File: config.mk
export PLATFORM = sky130hd
export DESIGN_NAME = btn_debounce
export DESIGN_NICKNAME = d
export VERILOG_FILES = /design/src/rtl/btn_debounce.sv
export SDC_FILE = /design/constraint.sdc
export NUM_CORES = 1
export LEC_CHECK = 0
export ABC_AREA = 1
export CAP_MARGIN = 30
export CORE_UTILIZATION = 30
export DETAILED_ROUTE_END_ITERATION = 6
export REMOVE_ABC_BUFFERS = 1
export SKIP_LAST_GASP = 1
export SLEW_MARGIN = 15
export SYNTH_ARGS = -nofsm -noshare
export SYNTH_HDL_FRONTEND = slang
export SYNTH_SLANG_ARGS = --single-unit
File: constraint.sdc
create_clock -name clk -period 3 [get_ports clk]
set_clock_uncertainty 0.2 [all_clocks]
set_input_delay 0.3 -clock clk [delete_from_list [all_inputs] [get_ports clk]]
set_output_delay 0.3 -clock clk [all_outputs]
set_load 0.005 [all_outputs]
File: src/rtl/btn_debounce.sv
// ----------------------------------------------------------------------------
// btn_debounce
//   Turns a raw, asynchronous push-button or switch input into a clean level
//   in the clk domain. The input is optionally inverted, passed through a
//   SYNC_STAGES-deep synchronizer, and a new level is accepted only after
//   DB_CYCLES consecutive agreeing synchronized samples. btn_out normally
//   feeds a rising-edge detector, so one physical press gives one pulse.
//
// Ports
//   clk      in   system clock, all logic on the rising edge
//   rst      in   synchronous, active-high reset
//   btn_in   in   raw asynchronous button/switch input
//   btn_out  out  debounced level (active-high after optional inversion)
//   busy     out  1 while a candidate level change is being qualified
// ----------------------------------------------------------------------------
module btn_debounce #(
   parameter int SYNC_STAGES = 2,
   parameter int DB_CYCLES   = 1000000,
   parameter int CNT_W       = 20,
   parameter bit INVERT      = 1'b0
) (
   input  logic clk,
   input  logic rst,
   input  logic btn_in,
   output logic btn_out,
   output logic busy
);

   typedef enum logic [1:0] {
      STABLE_LO = 2'd0,
      CHK_HI    = 2'd1,
      STABLE_HI = 2'd2,
      CHK_LO    = 2'd3
   } state_t;

   localparam logic [CNT_W-1:0] CNT_LAST = CNT_W'(DB_CYCLES - 1);

   logic                   s_in;
   logic [SYNC_STAGES-1:0] sync_reg;
   logic [SYNC_STAGES-1:0] sync_next;
   logic                   sync;

   state_t                 state_reg,   state_next;
   logic [CNT_W-1:0]       cnt_reg,     cnt_next;
   logic                   btn_out_reg, btn_out_next;

   assign s_in = btn_in ^ INVERT;

   // Synchronizer chain: stage 0 captures the async input, each later stage
   // takes the one before it.
   genvar gi;
   generate
      for (gi = 0; gi < SYNC_STAGES; gi++) begin : g_sync
         if (gi == 0) begin : g_first
            assign sync_next[gi] = s_in;
         end else begin : g_rest
            assign sync_next[gi] = sync_reg[gi-1];
         end
      end
   endgenerate

   assign sync = sync_reg[SYNC_STAGES-1];

   always_ff @(posedge clk) begin
      if (rst) begin
         sync_reg    <= '0;
         state_reg   <= STABLE_LO;
         cnt_reg     <= '0;
         btn_out_reg <= 1'b0;
      end else begin
         sync_reg    <= sync_next;
         state_reg   <= state_next;
         cnt_reg     <= cnt_next;
         btn_out_reg <= btn_out_next;
      end
   end

   // The counter is cleared on every state entry, so a candidate that is
   // abandoned leaves no partial count behind for the next one.
   always_comb begin
      state_next   = state_reg;
      cnt_next     = cnt_reg;
      btn_out_next = btn_out_reg;
      case (state_reg)
         STABLE_LO: begin
            if (sync) begin
               state_next = CHK_HI;
               cnt_next   = '0;
            end
         end
         CHK_HI: begin
            if (!sync) begin
               state_next = STABLE_LO;
               cnt_next   = '0;
            end else if (cnt_reg == CNT_LAST) begin
               state_next   = STABLE_HI;
               cnt_next     = '0;
               btn_out_next = 1'b1;
            end else begin
               cnt_next = cnt_reg + 1'b1;
            end
         end
         STABLE_HI: begin
            if (!sync) begin
               state_next = CHK_LO;
               cnt_next   = '0;
            end
         end
         CHK_LO: begin
            if (sync) begin
               state_next = STABLE_HI;
               cnt_next   = '0;
            end else if (cnt_reg == CNT_LAST) begin
               state_next   = STABLE_LO;
               cnt_next     = '0;
               btn_out_next = 1'b0;
            end else begin
               cnt_next = cnt_reg + 1'b1;
            end
         end
         default: begin
            state_next   = STABLE_LO;
            cnt_next     = '0;
            btn_out_next = 1'b0;
         end
      endcase
   end

   assign btn_out = btn_out_reg;
   // Decoded straight from the state flops; no path from btn_in.
   assign busy    = (state_reg == CHK_HI) || (state_reg == CHK_LO);

endmodule
==> results of run 1 <==
## worst min-delay path by stage
stage | startpoint | to | slack, ns
CTS | sync_reg[0]$_SDFF_PP0_ | sync_reg[1]$_SDFF_PP0_ | 0.21
global route | sync_reg[0]$_SDFF_PP0_ | sync_reg[1]$_SDFF_PP0_ | 0.25
detailed placement | sync_reg[0]$_SDFF_PP0_ | sync_reg[1]$_SDFF_PP0_ | 0.20
floorplan | rst | cnt_reg[15]$_SDFFE_PP0P_ | 0.16
finish | sync_reg[0]$_SDFF_PP0_ | sync_reg[1]$_SDFF_PP0_ | 0.21
global placement | sync_reg[0]$_SDFF_PP0_ | sync_reg[1]$_SDFF_PP0_ | 0.19
## metrics by stage
stage	area (um^2)	instances	worst slack [ns]	total power, mW
floorplan	1550	231	1.28	0.389
global placement	1690	306	0.973	0.418
detailed placement	1690	306	0.962	0.418
CTS	1730	310	1.21	0.631
global route	1730	310	1.08	0.649
finish	1730	310	1.22	0.623
## synth_stat cells, types with 2 or more instances
cell type | count | share of area, %
a21oi_1 | 8 | 2.5
nor2_2 | 2 | 0.79
buf_2 | 2 | 0.63
nand2_4 | 2 | 1.4
nor2_4 | 4 | 2.8
o21ai_0 | 8 | 2.5
inv_1 | 26 | 6.1
nand2_2 | 14 | 5.5
nand2_1 | 68 | 16
nor2_1 | 23 | 5.4
nand4_1 | 10 | 3.9
nor3_1 | 3 | 0.94
a21oi_2 | 11 | 6.1
dfxtp_1 | 25 | 31
xor2_1 | 2 | 1.1
nand3_1 | 14 | 4.4
clkbuf_1 | 3 | 0.71
inv_2 | 2 | 0.47
## logic make-up after synthesis
| family | share of synthesized area (%) |
|---|---|
| compound gates | 11.6 |
| xor+xnor | 1.10 |
| fa+ha+maj | 0.786 |
| buf+inv | 9.59 |
| flops | 31.4 |
| simple gates | 45.5 |
## placed cells by master, fill, tap and decap left out
cell type / netlist / layout
nor2_1: 23 / 23
nand2_2: 14 / 14
a21oi_1: 8 / 8
a21o_1: 1 / 1
clkinvlp_4: 0 / 1
clkdlybuf4s50_1: 0 / 4
nor2_2: 2 / 2
clkbuf_8: 0 / 3
nand4_1: 10 / 10
nand2_1: 68 / 68
inv_4: 1 / 1
nand3_4: 1 / 1
ha_1: 1 / 1
buf_4: 0 / 1
nor2_8: 1 / 1
nor3_1: 3 / 3
o21ai_0: 8 / 8
nand2_4: 2 / 2
nor2_4: 4 / 4
inv_2: 2 / 2
nand3_2: 1 / 1
nor3b_1: 1 / 1
dfxtp_1: 25 / 25
inv_1: 26 / 26
a21oi_2: 11 / 11
or2_2: 1 / 1
nand2b_1: 1 / 1
nand3_1: 14 / 14
xor2_1: 2 / 2
## where the power goes
| group | total [mW] | leakage [nW] | switching, mW | internal (mW) |
|---|---|---|---|---|
| sequential | 0.344 | 0.202 | 0.00643 | 0.337 |
| clock | 0.214 | 0.0217 | 0.120 | 0.0945 |
| combinational | 0.0653 | 0.424 | 0.0446 | 0.0207 |
| total | 0.623 | 0.647 | 0.171 | 0.452 |
## routing by layer
layer  share of wire, %  GRT usage [%]
met1                 52           18.2
met2                 45           20.7
met3                1.7           2.41
met4                1.2           4.40
met5                  0              0
## worst min-delay path: cells and delay by family, from the launching register on
family | cells | cell delay (ns)
flip-flops | 1 | 0.31
buffers and inverters | 1 | 0.04
AND/OR/NAND/NOR | 1 | 0.03
## cell type report
class | instances | area share (%)
clock buffer | 3 | 2.38
clock inverter | 1 | 0.433
inverter | 29 | 6.42
sequential | 25 | 28.9
timing repair buffer | 5 | 2.74
tap | 70 | 5.05
multi-input combinational | 177 | 54.1
==> summary.txt, run 1 <==
CP Launch Type -> flop
diode count -> 0
Die ar. -> 0.00560 mm^2
register area share after synthesis -> 31.4%
I/O Buffers -> 4
Post-DP HPWL -> 2.43 mm
Storage cell area -> 500 um^2
Min-Delay Path Class -> reg2reg
GRT Total Usage -> 13.2%
crit path max fanout -> 13
Worst Path Arrival -> 1.74 ns
R2R setup slack -> 1.22 ns
Crit-path slowest cell -> dfxtp_1
area added between synthesis and finish -> 8.96%
Initial Util -> 31.2%
# DRC -> 0
Buf/Inv on CP -> 1
R2R Path Start -> cnt_reg[1]$_SDFFE_PP0P_
setup repair bufs after CTS -> 0
chip width -> 74.8 um
#FFs+latches synth -> 25
Synth cell types -> 28
max FFs per register -> 20
cell family with most CP delay -> simple AND/OR/NAND/NOR gates
Clk Latency, worst-skew pair -> 0.28 ns
cts hold-fix bufs -> 0
GRT Residual Overflow -> 0
Reg2Reg Capture Point -> cnt_reg[15]$_SDFFE_PP0P_
Clock Sink Count -> 25
setup TNS -> 0 ns
Mapped Cells -> 237
Worst-path clk slew -> 0.10 ns
CORE AREA -> 0.00511 mm^2
global-route wire length before repair -> 5.74 mm
number of nets with antenna violations after routing -> 0
asr flop ratio synth -> 0%
clk root buf -> clkbuf_8
CTS Buf Count -> 3
status -> finished, final reports clean
hold path depth -> 2
VDD IR-drop max -> 0.174 mV
CP Class -> reg2reg
antenna violations before repair -> 0
final core utilization -> 34.0%
multi-input logic area -> 938 um^2
Post-synth EDFFs -> 0
DRT iter0 DRCs -> 64
PwrDens -> 359 mW/mm^2
Die H -> 74.8 um
layout cells sized above 1 -> 18.8%
CP required -> 2.96 ns
CTS max path bufs -> 2
crit-path cells -> ha_1 > nand3_2 > nor2_4 > nand3_4 > nand2_4 > inv_4 > nand2_1 > a21oi_2
CP Capture Type -> flop
WL per Instance -> 10.5 um
final hold vios -> 0
Leakage -> 0.647 nW
H-Tree Depth -> 1
maxcap violations -> 0
Mean Syn Cell Area -> 6.72 um^2
Final Setup Violations -> 0
fmax -> 561 MHz
RD Place Congestion -> 0.791
num rows -> 26
filler instances -> 576
max_slew headroom -> 67.0%
synthesized area -> 0.00159 mm^2
RSZ-0062 raised after global routing -> no
Most used DFF post-synth -> dfxtp_1
Fin Hold WS -> 0.208 ns
Worst Setup SP -> cnt_reg[1]$_SDFFE_PP0P_
Critical Path Stages -> 8
Final nets -> 245
Least-Margin Pin Slew -> 0.493 ns
Worst Setup EP -> cnt_reg[15]$_SDFFE_PP0P_
Total Wirelength -> 3.27 mm
Largest stage delay, worst path -> 0.36 ns
CTS tree -> done
largest net degree at the start of global routing -> 22
post-cts repair resize count -> 0
I/O pin total -> 5
Tmin final -> 1.78 ns
routed vias/inst -> 4.53
number of global-route vias before repair -> 1273
Yosys warning total -> 0
Pins Over Slew Limit -> 0
worst reg-to-reg path cell count -> 8
Tcrit/Tclk final -> 59.4%
first drt pass iteration count -> 4
via count -> 1405
No activity file was read; power rests on OpenSTA's default activity.
==> run 2: changes to the inputs <==
==> constraint.sdc (replaced) <==
create_clock -name clk -period 1.5 [get_ports clk]
set_clock_uncertainty 0.2 [all_clocks]
set_input_delay 0.15 -clock clk [delete_from_list [all_inputs] [get_ports clk]]
set_output_delay 0.15 -clock clk [all_outputs]
set_load 0.005 [all_outputs]
==> run 2 against run 1 <==
  * The run now ends with negative setup slack left
  * Cell count grew 12%
  * Sequential power grew 99%
  * Power grew 110%
  * Sequential share of layout area shrank 4.8 points
  * Largest power group unchanged
  * Global-route usage grew 2.1 points
  * Worst setup slack lost 1.3 ns
==> summary.txt, run 2 (same netlist as run 1, synthesis figures left out) <==
Final nets -> 281
Reg power frac -> 52.1%
CTS Buf Count -> 3
Clk Latency, worst-skew pair -> 0.27 ns
Clock Sink Count -> 25
CP Capture Type -> flop
CTS max path bufs -> 2
DRT iter0 DRCs -> 85
switch share -> 28.2%
Storage cell area -> 523 um^2
Final Setup Violations -> 18
clk root buf -> clkbuf_8
Initial Util -> 31.2%
CP Class -> reg2reg
fmax -> 634 MHz
via count -> 1573
crit path max fanout -> 5
Post-DP HPWL -> 2.80 mm
Worst Setup SP -> cnt_reg[1]$_SDFFE_PP0P_
antenna violations before repair -> 0
CORE AREA -> 0.00511 mm^2
H-Tree Depth -> 1
area added between synthesis and finish -> 36.3%
commonest non-fill, non-tap cell in the layout -> nand2_1
GRT Total Usage -> 15.2%
Largest stage delay, worst path -> 0.38 ns
crit-path cells -> ha_4 > nand3_4 > nor2_4 > nand3_4 > nand2_8 > nand2_4 > nand2_1 > nand2_1 > nor2_1
Clock Power Share -> 31.8%
setup TNS -> -0.742 ns
R2R Path Start -> cnt_reg[1]$_SDFFE_PP0P_
final hold vios -> 0
Leakage -> 0.916 nW
Fin Hold WS -> 0.180 ns
largest net degree at the start of global routing -> 16
maxcap violations -> 0
chip width -> 74.8 um
Tmin final -> 1.58 ns
status -> finished with violations
first drt pass iteration count -> 4
CP Launch Type -> flop
num rows -> 26
CP required -> 1.51 ns
Worst Path Arrival -> 1.59 ns
# DRC -> 0
routed vias/inst -> 4.55
Switching Power -> 370 uW
RSZ-0062 raised after global routing -> yes
GRT Residual Overflow -> 0
Pins Over Slew Limit -> 0
failing checks -> negative setup slack
WL per Instance -> 11.8 um
number of nets with antenna violations after routing -> 0
placed cell area -> 0.00188 mm^2
Min-Delay Path Class -> in2reg
global-route wire length before repair -> 6.44 mm
final core utilization -> 42.5%
Final Cell Area -> 0.00217 mm^2
VDD IR-drop max -> 0.407 mV
max FFs per register -> 20
Worst-path clk slew -> 0.09 ns
Int Power -> 941 uW
Tot Pwr -> 1.31 mW
cell family with most CP delay -> simple AND/OR/NAND/NOR gates
cts hold-fix bufs -> 0
CTS tree -> done
Total Wirelength -> 4.09 mm
hold_sp -> btn_in
Die H -> 74.8 um
Worst Setup Slack, final -> -0.0782 ns
diode count -> 0
Comb pwr share -> 16.1%
most frequent cells in the layout -> 61 x nand2_1, 32 x buf_4, 25 x inv_1
layout cells sized above 1 -> 40.6%
Least-Margin Pin Slew -> 0.487 ns
I/O Buffers -> 4
Crit-path slowest cell -> dfxtp_4
Die ar. -> 0.00560 mm^2
RD Place Congestion -> 0.825
max_slew headroom -> 67.5%
Buf/Inv on CP -> 0
I/O pin total -> 5
number of global-route vias before repair -> 1368
Tcrit/Tclk final -> 105%
filler instances -> 531
PwrDens -> 604 mW/mm^2
multi-input logic area -> 0.00105 mm^2
==> run 2: routing by layer <==
layer	share of wire, %	vias to the layer above	track usage (%)	wire length (um)
met5	0	-	0	0
met4	0.42	0	1.89	17
met3	3.5	2	3.61	144
met2	49	25	25.9	2010
met1	47	714	20.1	1910
li1	-	832	-	-
==> run 2: worst register-to-register path: cells and delay by family (launching register included) <==
family,cells,cell delay [ns]
AND/OR/NAND/NOR,8,0.81
adder cells (fa/ha/maj),1,0.15
flip-flops,1,0.38
==> run 2: timing repair <==
item                                    in CTS  in global routing
pin swaps                                    6                 12
gates resized for setup                     26                 30
buffers inserted                             3                  5
cloned                                       1                  1
endpoints found under the setup margin      24                 25
==> run 2: metrics by stage <==
step	cells	worst slack, ns
floorplan	231	-0.223
global placement	332	-0.0793
detailed placement	332	-0.110
CTS	340	-0.0921
global route	346	-0.173
finish	346	-0.0782
==> run 2: worst paths after layout <==
kind,to,slack (ns),cells past startpoint
hold / removal,sync_reg[0]$_SDFF_PP0_,0.18,3
setup reg to reg,flop,-0.08,9
setup / recovery,flop,-0.08,9
hold reg to reg,sync_reg[1]$_SDFF_PP0_,0.21,2
==> run 2: layout make-up <==
cell class	instances	share of cell area, %
well taps	70	4.04
clock inverters	1	0.346
flip-flops and latches	25	24.1
clock buffers	3	1.90
multi-input cells	177	48.6
repair buffers	40	15.1
inverters	29	5.36
repair inverters	1	0.519
==> run 2: power groups by stage <==
| stage | logic (mW) | registers (mW) | clock network, mW |
|---|---|---|---|
| floorplan | 0.0779 | 0.700 | 0 |
| global placement | 0.151 | 0.704 | 0 |
| finish | 0.211 | 0.683 | 0.417 |
| CTS | 0.176 | 0.686 | 0.432 |
| global route | 0.231 | 0.684 | 0.469 |
| detailed placement | 0.151 | 0.704 | 0 |
==> run 3: changes to the inputs <==
--- a/config.mk
+++ b/config.mk
@@ -10,7 +10,6 @@
 export CORE_UTILIZATION = 30
 export DETAILED_ROUTE_END_ITERATION = 6
 export REMOVE_ABC_BUFFERS = 1
-export SKIP_LAST_GASP = 1
 export SLEW_MARGIN = 15
 export SYNTH_ARGS = -nofsm -noshare
 export SYNTH_HDL_FRONTEND = slang
==> run 3 against run 2 <==
  * The flow still finishes with violations (negative setup slack)
  * Critical path depth fell by 1
  * Maximum frequency rose by 0.63%
  * Combinational power fell by 2%
  * Worst hold slack barely moved
  * Non-clock buffer count fell by 1
  * Register-to-register slack barely moved
  * Flip-flop and latch count did not move
  * Cell count fell by 0.29%
  * Final area fell by 0.63%
  * Global-route usage barely moved
  * Highest routed layer unchanged
==> summary.txt, run 3 (same netlist as run 1, synthesis figures left out) <==
I/O pin total -> 5
Initial Util -> 31.2%
CP Launch Type -> flop
maxcap violations -> 0
# DRC -> 0
Buf/Inv on CP -> 0
area added between synthesis and finish -> 35.5%
CORE AREA -> 0.00511 mm^2
Tot Pwr -> 1.31 mW
CTS tree -> done
Final Setup Violations -> 20
RSZ-0062 raised after global routing -> yes
Tmin final -> 1.57 ns
WL per Instance -> 11.7 um
Die H -> 74.8 um
Setup WS pre-CTS -> -0.110 ns
Min-Delay Path Class -> in2reg
switch share -> 28.3%
Clk Latency, worst-skew pair -> 0.27 ns
CP Class -> reg2reg
Largest stage delay, worst path -> 0.38 ns
failing checks -> negative setup slack
max_slew headroom -> 67.0%
clk root buf -> clkbuf_8
CTS Buf Count -> 3
Worst Setup Slack, final -> -0.0683 ns
commonest non-fill, non-tap cell in the layout -> nand2_1
antenna violations before repair -> 0
number of nets with antenna violations after routing -> 0
chip width -> 74.8 um
Post-DP HPWL -> 2.80 mm
Clock Sink Count -> 25
first drt pass iteration count -> 4
number of global-route vias before repair -> 1368
Switching Power -> 370 uW
I/O Buffers -> 4
RD Place Congestion -> 0.825
max FFs per register -> 20
Total Wirelength -> 4.05 mm
Comb pwr share -> 15.7%
Worst Path Arrival -> 1.54 ns
VDD IR-drop max -> 0.409 mV
Final nets -> 280
CTS max path bufs -> 2
Clock Power Share -> 32.1%
global-route wire length before repair -> 6.43 mm
Final Cell Area -> 0.00216 mm^2
Reg power frac -> 52.2%
final hold vios -> 0
DRT iter0 DRCs -> 104
Least-Margin Pin Slew -> 0.494 ns
fmax -> 638 MHz
H-Tree Depth -> 1
largest net degree at the start of global routing -> 16
placed cell area -> 0.00188 mm^2
layout cells sized above 1 -> 40.0%
GRT Residual Overflow -> 0
most frequent cells in the layout -> 63 x nand2_1, 31 x buf_4, 25 x inv_1
diode count -> 0
Die ar. -> 0.00560 mm^2
Worst-path clk slew -> 0.09 ns
crit-path cells -> ha_4 > nand3_4 > nor2_4 > nand3_4 > nand2_8 > nand2_4 > nor2_1 > nor2_1
Pins Over Slew Limit -> 0
routed vias/inst -> 4.54
crit path max fanout -> 5
CP required -> 1.48 ns
via count -> 1565
PwrDens -> 607 mW/mm^2
Crit-path slowest cell -> dfxtp_4
cell family with most CP delay -> simple AND/OR/NAND/NOR gates
num rows -> 26
status -> finished with violations
CP Capture Type -> flop
Int Power -> 940 uW
GRT Total Usage -> 15.2%
Leakage -> 0.908 nW
Tcrit/Tclk final -> 105%
==> run 3: cell count changes in the layout (fill, tap and decap cells not counted) <==
cell     before  now
a21oi_1       7    6
a21oi_2      12   13
buf_4        32   31
nand2_1      61   63
nand2_2      16   14
nor2_2        5    6
nor2_4        5    4
==> run 3: final cells by class <==
type	count	area (um^2)
Fill cell	534	2950
Clock buffer	3	41.3
Tap cell	70	87.6
Timing Repair Buffer	39	320
Clock inverter	1	7.51
Sequential cell	25	523
Multi-Input combinational cell	177	1050
Timing Repair inverter	1	11.3
Inverter	29	116
==> run 3: what timing repair did <==
item                                    CTS  global route
endpoints found under the setup margin   24            25
setup buffers                             3             4
hold buffers                              0             0
gates resized for setup                  28            26
pin swaps                                 6            10
cloned                                    1             1
==> run 3: stage by stage <==
step                      hold slack (ns)  util, %  setup TNS, ns  instances
final                               0.179     42.2         -0.653        345
after global routing                0.229     42.2          -2.30        345
after CTS                           0.178     40.2         -0.993        340
after detailed placement            0.197     36.8          -1.44        332
after global placement              0.190     36.8         -0.885        332
after floorplan                    0.0124        -          -4.22        231
==> run 3: worst paths after layout <==
| check | endpoint | slack [ns] | cells after the start | startpoint |
|---|---|---|---|---|
| min reg2reg | sync_reg[1]$_SDFF_PP0_ | 0.21 | 2 | sync_reg[0]$_SDFF_PP0_ |
| min | sync_reg[0]$_SDFF_PP0_ | 0.18 | 3 | btn_in |
| max | flop | -0.07 | 8 | cnt_reg[1]$_SDFFE_PP0P_ |
| max reg2reg | flop | -0.07 | 8 | cnt_reg[1]$_SDFFE_PP0P_ |
==> run 3: per-layer routing <==
| layer | vias to the layer above | wire length (um) | track usage, % |
|---|---|---|---|
| met4 | 0 | 51 | 1.89 |
| met5 | - | 0 | 0 |
| li1 | 833 | - | - |
| met1 | 704 | 1930 | 20.1 |
| met3 | 5 | 140 | 3.61 |
| met2 | 23 | 1930 | 25.8 |
==> run 3: power by group through the flow <==
stage	logic (mW)	registers (mW)	clock network [mW]
finish	0.206	0.683	0.420
global route	0.226	0.684	0.469
CTS	0.176	0.686	0.432
detailed placement	0.151	0.704	0
global placement	0.151	0.704	0
floorplan	0.0779	0.700	0
==> run 3: worst reg2reg max path, cell delays in order, from the launching register on <==
cell     delay (ns)
dfxtp_4        0.38
ha_4           0.15
nand3_4        0.09
nor2_4         0.17
nand3_4        0.13
nand2_8        0.15
nand2_4        0.07
nor2_1         0.10
nor2_1         0.05
